[config.mk]
export PLATFORM = sky130hd
export DESIGN_NAME = alu_sequencer
export DESIGN_NICKNAME = d
export VERILOG_FILES = /design/src/rtl/alu_sequencer.sv
export SDC_FILE = /design/constraint.sdc
export NUM_CORES = 1
export LEC_CHECK = 0
export BUFFER_PORTS_ARGS = -buffer_cell sky130_fd_sc_hd__buf_2
export CORE_MARGIN = 1.5
export CORE_UTILIZATION = 54
export CTS_CLUSTER_DIAMETER = 30
export DETAILED_ROUTE_END_ITERATION = 12
export HOLD_SLACK_MARGIN = 0.02
export PLACE_DENSITY = 0.87
export SLEW_MARGIN = 20
export SYNTH_ARGS = -nofsm -noshare
export SYNTH_HDL_FRONTEND = slang
export SYNTH_SLANG_ARGS = --single-unit
[constraint.sdc]
create_clock -name Clock -period 3 [get_ports Clock]
set_clock_uncertainty 0.1 [all_clocks]
set_input_delay 0.45 -clock Clock [delete_from_list [all_inputs] [get_ports Clock]]
set_output_delay 0.45 -clock Clock [all_outputs]
set_load 0.01 [all_outputs]
[src/rtl/alu_sequencer.sv]
// Command sequencer for the 4-bit-operand / 8-bit accumulator ALU: FIFO-buffered {clear,function,data}
// commands issued one at a time, result captured behind a valid/ready slot. Optional SEQ_COUNT_EN adds cmd_done_count.
module alu_sequencer #(
  parameter int FIFO_DEPTH = 4
) (
  input  logic                          Clock,
  input  logic                          Reset_b,
  input  logic                          cmd_valid,
  output logic                          cmd_ready,
  input  logic [6:0]                    cmd_data,
  output logic                          res_valid,
  input  logic                          res_ready,
  output logic [7:0]                    res_data,
  output logic                          busy,
  output logic [$clog2(FIFO_DEPTH):0]   fifo_count,
  output logic [3:0]                    alu_data,
  output logic [1:0]                    alu_function,
  output logic                          alu_clear,
  input  logic [7:0]                    alu_out
`ifdef SEQ_COUNT_EN
  ,
  output logic [7:0]                    cmd_done_count
`endif
);

  localparam int AW = $clog2(FIFO_DEPTH);
  localparam logic [AW:0] FULL = (AW+1)'(FIFO_DEPTH);

  typedef struct packed {
    logic       clr;
    logic [1:0] fn;
    logic [3:0] data;
  } cmd_t;

  typedef enum logic [1:0] {IDLE, ISSUE, CAPTURE} state_t;

  cmd_t          mem [FIFO_DEPTH];
  cmd_t          head;
  logic [AW-1:0] wr_ptr, rd_ptr;
  state_t        state;
  logic          push, pop;

  assign cmd_ready = (fifo_count != FULL);
  assign push      = cmd_valid && cmd_ready;
  // Issue only when the result slot is free (or being freed this edge), so a result is never overwritten.
  assign pop       = (state == IDLE) && (fifo_count != '0) && (!res_valid || res_ready);
  assign head      = mem[rd_ptr];
  assign busy      = (state != IDLE) || (fifo_count != '0);

  always_ff @(posedge Clock) begin
    if (push) mem[wr_ptr] <= cmd_t'(cmd_data);
  end

  always_ff @(posedge Clock or posedge Reset_b) begin
    if (Reset_b) begin
      wr_ptr     <= '0;
      rd_ptr     <= '0;
      fifo_count <= '0;
    end else begin
      if (push) wr_ptr <= wr_ptr + 1'b1;
      if (pop)  rd_ptr <= rd_ptr + 1'b1;
      case ({push, pop})
        2'b10:   fifo_count <= fifo_count + 1'b1;
        2'b01:   fifo_count <= fifo_count - 1'b1;
        default: fifo_count <= fifo_count;
      endcase
    end
  end

  always_ff @(posedge Clock or posedge Reset_b) begin
    if (Reset_b) begin
      state        <= IDLE;
      alu_function <= 2'd3;
      alu_data     <= '0;
      alu_clear    <= 1'b1;
      res_valid    <= 1'b0;
      res_data     <= '0;
    end else begin
      // ALU inputs default to hold; only the issuing edge presents a command.
      alu_function <= 2'd3;
      alu_data     <= '0;
      alu_clear    <= 1'b0;
      if (res_ready) res_valid <= 1'b0;
      case (state)
        IDLE: begin
          if (pop) begin
            if (head.clr) begin
              alu_clear <= 1'b1;
            end else begin
              alu_function <= head.fn;
              alu_data     <= head.data;
            end
            state <= ISSUE;
          end
        end
        ISSUE: state <= CAPTURE;
        CAPTURE: begin
          res_data  <= alu_out;
          res_valid <= 1'b1;
          state     <= IDLE;
        end
        default: state <= IDLE;
      endcase
    end
  end

`ifdef SEQ_COUNT_EN
  always_ff @(posedge Clock or posedge Reset_b) begin
    if (Reset_b)               cmd_done_count <= '0;
    else if (state == CAPTURE) cmd_done_count <= cmd_done_count + 1'b1;
  end
`endif

endmodule

After elaboration in Yosys (flattened, before gate mapping)
Memories as Yosys holds them, arrays and structs flattened.
Index checks and enable logic that the tools add are counted.

operators by class
  multiplexer cells = 16
  add/subtract/negate cells = 4
  reduce and logical (&&, ||, !) cells = 11
  eq/ne operators = 6

operator list
  cell                 count
  $mux 4               3
  $mux 2               4
  $mux 1               7
  $pmux 3 s2           1
  $reduce_bool 2->1    3
  $add 2x1->2 const B  2
  $eq 2x1->1 const B   2
  $eq 2x2->1 const B   2
  $pmux 2 s2           1
  $add 3x1->3 const B  1
  $logic_and 1x1->1    3
  $ne 3x3->1 const B   1
  $reduce_bool 3->1    1
  $sub 3x1->3 const B  1
  $logic_not 2->1      1
  $logic_or 1x1->1     2
  $ne 2x2->1 const B   1
  $logic_not 1->1      1

word-level totals
  logic and storage cells = 47
  RAM bits = 28
  register bits after elaboration = 25
  memories kept = 1

memories
  name  depth  bits a word  read ports  clocked after memory_dff  write ports  line  source
  mem   4      7            1           0                         1            37    cmd_t mem [FIFO_DEPTH];

Longest topological paths before layout
Gate-level depths: netlist of run 1.

  depth in word-level cells = 5
  gate-level depth with buffers = 9

Least setup slack after synthesis of run 1
No wires, ideal clock.

  path type = register to register
  from = register fifo_count[0]
  to = register fifo_count[2]
  cell stages (with the launch flop) = 10
  data arrival time = 2126 ps
  path slack = 695 ps
  setup time = 79 ps
  period minus slack after synthesis = 2305 ps
  data required time = 2821 ps
  buffers on the path = 0
  cells stage by stage = dfrtp_1 -> or3b_1 -> and2_1 -> inv_1 -> ha_1 -> inv_1 -> fa_1 -> xor2_1 -> nor2_1 -> xor2_1

RTL lines
  what                                             line  source
  start, declared                                  15    output logic [$clog2(FIFO_DEPTH):0] fifo_count,
  start signal, assigned                           63    2'b10: fifo_count <= fifo_count + 1'b1;
  start signal, assigned                           64    2'b01: fifo_count <= fifo_count - 1'b1;
  start signal, assigned                           65    default: fifo_count <= fifo_count;
  $ne 3x3->1 (*)                                   43    assign cmd_ready = (fifo_count != FULL);
  net cmd_ready                                    9     output logic cmd_ready,
  $logic_and 1x1->1 (*)                            44    assign push = cmd_valid && cmd_ready;
  $eq 2x1->1 or $eq 2x2->1 (tied branches)         62    case ({push, pop})
  $pmux 3 s2 or $reduce_bool 2->1 (tied branches)  --

The timed path passes the listed nets; every way through them passes the cells marked *.
A chain may end at the register's enable or synchronous reset.

Final worst setup path of run 1
  from = register fifo_count[0]
  to = register fifo_count[2]

between the ends
  word-level cells in the longest chain between the ends = 5

ends and longest elaborated chain
  what                                             line  source
  $reduce_bool 3->1                                46    assign pop = (state == IDLE) && (fifo_count != '0) && (!res_valid || res_ready);
  $logic_and 1x1->1 (2 in series)                  46
  $eq 2x1->1 or $eq 2x2->1 (tied branches)         62
  $pmux 3 s2 or $reduce_bool 2->1 (tied branches)  --

Parallel ways exist; a longest one is shown, timed or not.

==> results.md, run 1 <==
* Post-synth EDFFs at 28
* Unrepaired setup endpoints after global routing: false
* CTS Buf Count at 5
* Max_slew headroom at 39.9%
* Iteration-0 DRC Markers at 31
* Largest net degree at the start of global routing at 26
* Routed via count at 1,080
* Reg2Reg Depth at 9
* F_max at 420 MHz
* Post-CTS Setup Inserts at 0
* Yosys reg bits at 53
* Primary FF master, synth: edfxtp_1
* Ports at 40
* Worst vdd ir at 0.000622 V
* Final min period at 2.38 ns
* Core ar. at 0.00372 mm²
* Clk_lat worst skew at 0.30 ns
* Setup Total Neg Slack at 0 ns
* Ant. Diodes at 0
* DRT Pass-1 Iters at 4
* Yosys warnings at 0
* # nets final at 185
* FFs w/ async S/R, synth at 47.2%
* # DRC at 0
* Die Wd at 65.5 µm
* Status: completed
* Area Overhead vs Synth at 17.6%
* Die footprint at 0.00429 mm²
* Fin. max-slew vios at 0
* Yosys top cell area share at 39.9%
* Resized Gates After CTS at 0
* Avg Synthesized Cell Area at 18.0 µm²
* HP Class: in -> async
* Placed cell area at 0.00235 mm²
* Initial antenna violation count at 0
* Share of layout cells above drive strength 1 at 39.1%
* Via density at 5.17
* Maxcap violations at 0
* Hpwl dp at 2400 µm
* Syn Inst Count at 117
* CP Launch Type: flip-flop
* Hold Violations, Final at 0
* Synthesized area at 0.00211 mm²
* Sequential fraction of the synthesis area at 69.7%
* Final wirelength at 3180 µm
* Slew @ Worst Pin at 0.900 ns
* Global placer's final weighted congestion at 0.745
* Largest area contributor in the netlist: edfxtp_1
* Rows at 22
* Routed length per instance at 15.2 µm
* Worst r2r dst: fifo_count[2]$_DFFE_PP0P_
* Remaining Overflow, GRT at 0
* TritonCTS clock tree: yes
* Reg-to-Reg Start: fifo_count[0]$_DFFE_PP0P_
* Critical Path Sink Type: flip-flop
* Critical path class: reg -> reg
* Leakage power at 0.00108 µW
* Initial core utilization at 56.8%
* Clock transition at path regs at 0.09 ns
* Post-synthesis cell type count at 28
* First-pass GRT wire length at 5170 µm
* Critical Path RT at 3.13 ns
* Clock Sinks at 53
* I/O Buffers at 39
* Syn_nets at 142
* Final number of setup-violating endpoints at 0
* R2r setup slk at 0.62 ns
* Fin crit share at 79.4%
* Area contributors post-synth: edfxtp_1, dfrtp_1, mux4_1, mux2_2, dfstp_2
* Crit path DAT at 2.51 ns
* Die Height at 65.5 µm
* Final ANT Viol Nets at 0
* CTS H-Tree Depth at 2
* Max Buffers Root-to-Sink at 2
* Fin area at 0.00248 mm²
* Number of global-route vias before repair at 1,078
* Hold buffers post-CTS at 0
* Power per Cell Area at 1030 mW/mm²
* Fill cell count at 266
* Root Driver: clkbuf_8
* CP max FO at 6
* Tot GR Track Use at 17.1%
-- through the flow --
| step | hold WS [ns] | utilization [%] | cells | power [µW] | setup WS, ns |
|---|---|---|---|---|---|
| final | 0.224 | 66.7 | 209 | 2560 | 0.617 |
| after global placement | 0.378 | 63.1 | 201 | 1990 | 0.748 |
| after CTS | 0.250 | 66.7 | 209 | 2600 | 0.596 |
| after detailed placement | 0.395 | 63.1 | 201 | 2050 | 0.638 |
| after global routing | 0.253 | 66.7 | 209 | 2730 | 0.448 |
| after floorplan | 0.360 | - | 117 | 1780 | 0.695 |
-- cell usage in the layout (no fill, tap or decap) --
cell type / netlist / final
nor4_1: 2 / 2
or2_1: 2 / 2
ha_1: 5 / 5
or3b_1: 1 / 1
nor2_1: 2 / 2
and3_1: 4 / 4
nand2_1: 1 / 1
clkbuf_8: 0 / 5
nor3_1: 1 / 1
dfrtp_1: 22 / 22
edfxtp_1: 28 / 28
and2_1: 1 / 1
nor2b_1: 3 / 3
and2b_1: 4 / 4
nor4bb_1: 1 / 1
fa_1: 1 / 1
xor2_1: 4 / 4
mux2i_1: 1 / 1
or4b_4: 1 / 1
mux4_1: 6 / 6
inv_1: 7 / 7
clkinv_2: 0 / 1
mux2_2: 9 / 9
xnor2_1: 2 / 2
mux4_2: 1 / 1
buf_2: 0 / 39
and2_2: 1 / 1
bufinv_16: 0 / 2
dfstp_2: 3 / 3
or2_2: 1 / 1
-- worst max-delay path: stages, from the launching register on --
cell and delay (ns):
dfrtp_1 0.44, or3b_1 0.45, and2_1 0.23, inv_1 0.07
ha_1 0.17, inv_1 0.06, fa_1 0.37, xor2_1 0.15
nor2_1 0.11, xor2_1 0.16
-- power breakdown --
part	internal, µW	switching (µW)	leakage, µW	total, µW
clock	331	215	0.0000681	546
sequential	1030	149	0.000555	1180
combinational	439	400	0.000453	839
-- synthesized netlist by cell type (3+ instances only) --
master    number
xor2_1         4
nor2b_1        3
dfrtp_1       22
inv_1          7
mux2_2         9
ha_1           5
edfxtp_1      28
and3_1         4
and2b_1        4
dfstp_2        3
mux4_1         6
-- area by class of cell --
type                            instances  area [µm²]  share of cell area [%]
Sequential cell                        53        1470                    59.3
Multi-Input combinational cell         54         594                    24.0
Timing Repair Buffer                   39         195                    7.87
Clock buffer                            5        68.8                    2.77
Clock inverter                          3        65.1                    2.62
Tap cell                               48        60.1                    2.42
Inverter                                7        26.3                    1.06
-- sequential cells by signal, indices dropped and copies added (netlist names) --
register / cells
res_data: 8
alu_function: 2
mem: 28
wr_ptr: 2
fifo_count: 3
state: 2
res_valid: 1
rd_ptr: 2
alu_clear: 1
alu_data: 4
-- how the worst max path moves through the flow --
| stage | start | to | slack, ns | cells past startpoint |
|---|---|---|---|---|
| global route | fifo_count[0]$_DFFE_PP0P_ | fifo_count[2]$_DFFE_PP0P_ | 0.45 | 9 |
| finish | fifo_count[0]$_DFFE_PP0P_ | fifo_count[2]$_DFFE_PP0P_ | 0.62 | 9 |
| floorplan | fifo_count[0]$_DFFE_PP0P_ | fifo_count[2]$_DFFE_PP0P_ | 0.69 | 9 |
| CTS | fifo_count[0]$_DFFE_PP0P_ | fifo_count[2]$_DFFE_PP0P_ | 0.60 | 9 |
| detailed placement | fifo_count[0]$_DFFE_PP0P_ | fifo_count[2]$_DFFE_PP0P_ | 0.64 | 9 |
| global placement | fifo_count[0]$_DFFE_PP0P_ | fifo_count[2]$_DFFE_PP0P_ | 0.75 | 9 |
-- routing by layer --
metal / GRT usage [%] / part of all wire [%] / up-vias
met5: 0 / 0 / -
met4: 5.47 / 1.4 / 0
met3: 5.48 / 4.6 / 3
met2: 30.6 / 55 / 30
met1: 19.5 / 39 / 538
li1: - / - / 509
-- kinds of logic (layout without fill, tap and decap cells) --
group         Yosys count  count (layout)  share of synthesized area, %
xor+xnor                6               6                          2.49
fa+ha+maj               6               6                          3.91
buf+inv                10              54                          2.14
flops                  53              53                          69.7
mux                    17              17                          13.8
simple gates           25              25                          7.95
Note: power is estimated with default switching activity, not from simulation.
==> inputs of run 2 (changes only) <==
--- a/config.mk
+++ b/config.mk
@@ -7,11 +7,11 @@
 export LEC_CHECK = 0
 export BUFFER_PORTS_ARGS = -buffer_cell sky130_fd_sc_hd__buf_2
 export CORE_MARGIN = 1.5
-export CORE_UTILIZATION = 54
+export CORE_UTILIZATION = 49
 export CTS_CLUSTER_DIAMETER = 30
 export DETAILED_ROUTE_END_ITERATION = 12
 export HOLD_SLACK_MARGIN = 0.02
-export PLACE_DENSITY = 0.87
+export PLACE_DENSITY = 0.84
 export SLEW_MARGIN = 20
 export SYNTH_ARGS = -nofsm -noshare
 export SYNTH_HDL_FRONTEND = slang
==> constraint.sdc (replaced) <==
create_clock -name Clock -period 2.05 [get_ports Clock]
set_clock_uncertainty 0.1 [all_clocks]
set_input_delay 0.3075 -clock Clock [delete_from_list [all_inputs] [get_ports Clock]]
set_output_delay 0.3075 -clock Clock [all_outputs]
set_load 0.01 [all_outputs]
==> run 2 against run 1 <==
The flow now finishes with violations (setup timing). Clock-buffer cell count is 2 higher. Sequential power grew 42%. Critical path depth did not move. Final area grew 3.6%. Global-route usage up 0.44 points. Worst hold slack got worse by 0.10 ns. Clock power shrank 2%. Combinational power rose by 87%. Setup slack worse by 0.70 ns. Fmax grew 12%. Register-to-register slack worse by 0.70 ns. Critical endpoint unchanged. Largest cell class unchanged. Largest power group unchanged.
==> results.md, run 2 (same netlist as run 1, synthesis figures left out) <==
* Status: finished with violations (was completed)
* Failing checks: setup timing
* Hold Path Depth at 1
* Initial antenna violation count at 0 (unchanged)
* Clock Sinks at 53 (unchanged)
* Max reg flops at 28 (unchanged)
* # DRC at 0 (unchanged)
* Via density at 4.99 (was 5.17)
* Routed length per instance at 15.5 µm (was 15.2 µm)
* Fin. max-slew vios at 0 (unchanged)
* # nets final at 200 (was 185)
* Remaining Overflow, GRT at 0 (unchanged)
* Final ANT Viol Nets at 0 (unchanged)
* Hpwl dp at 2660 µm (was 2400 µm)
* Number of global-route vias before repair at 1,132 (was 1,078)
* CTS H-Tree Depth at 2 (unchanged)
* Final min period at 2.13 ns (was 2.38 ns)
* First-pass GRT wire length at 5560 µm (was 5170 µm)
* Initial core utilization at 52.0% (was 56.8%)
* Routed via count at 1,127 (was 1,080)
* CP max FO at 2 (was 6)
* Critical Path Sink Type: flip-flop (unchanged)
* Reg with most FFs: mem (unchanged)
* Die footprint at 0.00471 mm² (was 0.00429 mm²)
* Slew @ Worst Pin at 0.505 ns (was 0.900 ns)
* CTS Buf Count at 5 (unchanged)
* Reg-to-Reg Start: fifo_count[1]$_DFFE_PP0P_ (was fifo_count[0]$_DFFE_PP0P_)
* Rows at 23 (was 22)
* Unrepaired setup endpoints after global routing: true (was false)
* Max Buffers Root-to-Sink at 2 (unchanged)
* Final worst slack at -0.0849 ns (was 0.617 ns)
* Die Height at 68.6 µm (was 65.5 µm)
* I/O Buffers at 39 (unchanged)
* Ports at 40 (unchanged)
* Crit path from: fifo_count[1]$_DFFE_PP0P_ (was fifo_count[0]$_DFFE_PP0P_)
* Worst vdd ir at 0.000772 V (was 0.000622 V)
* Hold Violations, Final at 0 (unchanged)
* Tot Pwr at 3780 µW (was 2560 µW)
* Non-Filler Instances at 226 (was 209)
* Clock transition at path regs at 0.09 ns (about the same)
* Largest registers: mem (28), res_data (8), alu_data (4) (unchanged)
* Largest net degree at the start of global routing at 26 (unchanged)
* Max_slew headroom at 66.0% (was 39.9%)
* Tot GR Track Use at 17.6% (was 17.1%)
* TritonCTS clock tree: yes (unchanged)
* Reg2Reg Depth at 9 (unchanged)
* Hold WS at 0.119 ns (was 0.224 ns)
* Area Overhead vs Synth at 21.8% (was 17.6%)
* Final Util at 63.3% (was 66.7%)
* HP Class: in -> reg (was in -> async)
* Fin crit share at 104% (was 79.4%)
* Crit path DAT at 2.26 ns (was 2.51 ns)
* Iteration-0 DRC Markers at 31 (unchanged)
* Root Driver: clkbuf_8 (unchanged)
* Critical Path RT at 2.18 ns (was 3.13 ns)
* CP Launch Type: flip-flop (unchanged)
* Clk_lat worst skew at 0.30 ns (about the same)
* Global placer's final weighted congestion at 0.681 (was 0.745)
* Commonest cells after routing, fill and taps aside: buf_2, edfxtp_1, dfrtp_1 (unchanged)
* Commonest non-fill, non-tap cell in the layout: buf_2 (unchanged)
* Core ar. at 0.00406 mm² (was 0.00372 mm²)
* Die Wd at 68.6 µm (was 65.5 µm)
* DRT Pass-1 Iters at 4 (unchanged)
* Ant. Diodes at 0 (unchanged)
* Critical path class: reg -> reg (unchanged)
* Final wirelength at 3500 µm (was 3180 µm)
* Maxcap violations at 0 (unchanged)
* F_max at 468 MHz (was 420 MHz)
* Power per Cell Area at 1470 mW/mm² (was 1030 mW/mm²)
* Placed Instances at 216 (was 201)
* Leakage power at 0.00112 µW (was 0.00108 µW)
* Hold wc startpoint: cmd_data[2]
* Share of layout cells above drive strength 1 at 46.6% (was 39.1%)
* Final number of setup-violating endpoints at 1 (was 0)
-- run 2: worst paths after layout --
check	end	slack [ns]
max	fifo_count[2]$_DFFE_PP0P_	-0.08
max reg2reg	fifo_count[2]$_DFFE_PP0P_	-0.08
min reg2reg	res_data[4]$_DFFE_PP0P_	0.41
max in group asynchronous	alu_clear$_DFF_PP1_	1.08
min	mem[1][2]$_DFFE_PP_	0.12
min in group asynchronous	alu_data[2]$_DFF_PP0_	0.48
-- run 2: per-layer routing --
layer | global-route usage (%) | wire, µm | up-vias
li1 | - | - | 539
met1 | 22.1 | 1470 | 559
met2 | 27.9 | 1800 | 23
met3 | 5.36 | 157 | 6
met4 | 8.25 | 73 | 0
met5 | 0 | 0 | -
-- run 2: what timing repair did --
| item | 4_1_cts | 5_1_grt |
|---|---|---|
| setup endpoints to repair | 1 | 2 |
| buffers inserted | 1 | 0 |
| endpoints found under the hold margin | 22 | 0 |
| hold buffers | 1 | 0 |
| pin swaps | 6 | 0 |
| gates resized for setup | 0 | 1 |
-- run 2: report_power, final --
| group | switching, µW | leakage (µW) | internal (µW) |
|---|---|---|---|
| sequential | 166 | 0.000554 | 1510 |
| clock | 298 | 0.0000399 | 238 |
| combinational | 726 | 0.000529 | 842 |
-- run 2: layout make-up --
cell class / count / area (µm²)
fill: 303 / 1490
sequential: 53 / 1470
multi-input combinational: 54 / 619
timing repair buffer: 54 / 310
clock buffer: 7 / 76.3
tap: 50 / 62.6
inverter: 7 / 26.3
clock inverter: 1 / 3.75
-- run 2: stage by stage --
stage               setup slack (ns)  TNS [ns]  area [µm²]
detailed placement           -0.0995   -0.0995        2470
global route                  -0.186    -0.186        2570
finish                       -0.0849   -0.0849        2570
global placement            -0.00656  -0.00656        2470
floorplan                     -0.121    -0.121        2130
CTS                          -0.0677   -0.0677        2560
-- run 2: critical path: stages (launching register included) --
cell and delay (ns):
dfrtp_1 0.41, or3b_4 0.41, and2_4 0.17, inv_2 0.06
ha_4 0.12, inv_2 0.03, fa_2 0.32, xor2_1 0.14
nor2_1 0.12, xor2_1 0.17
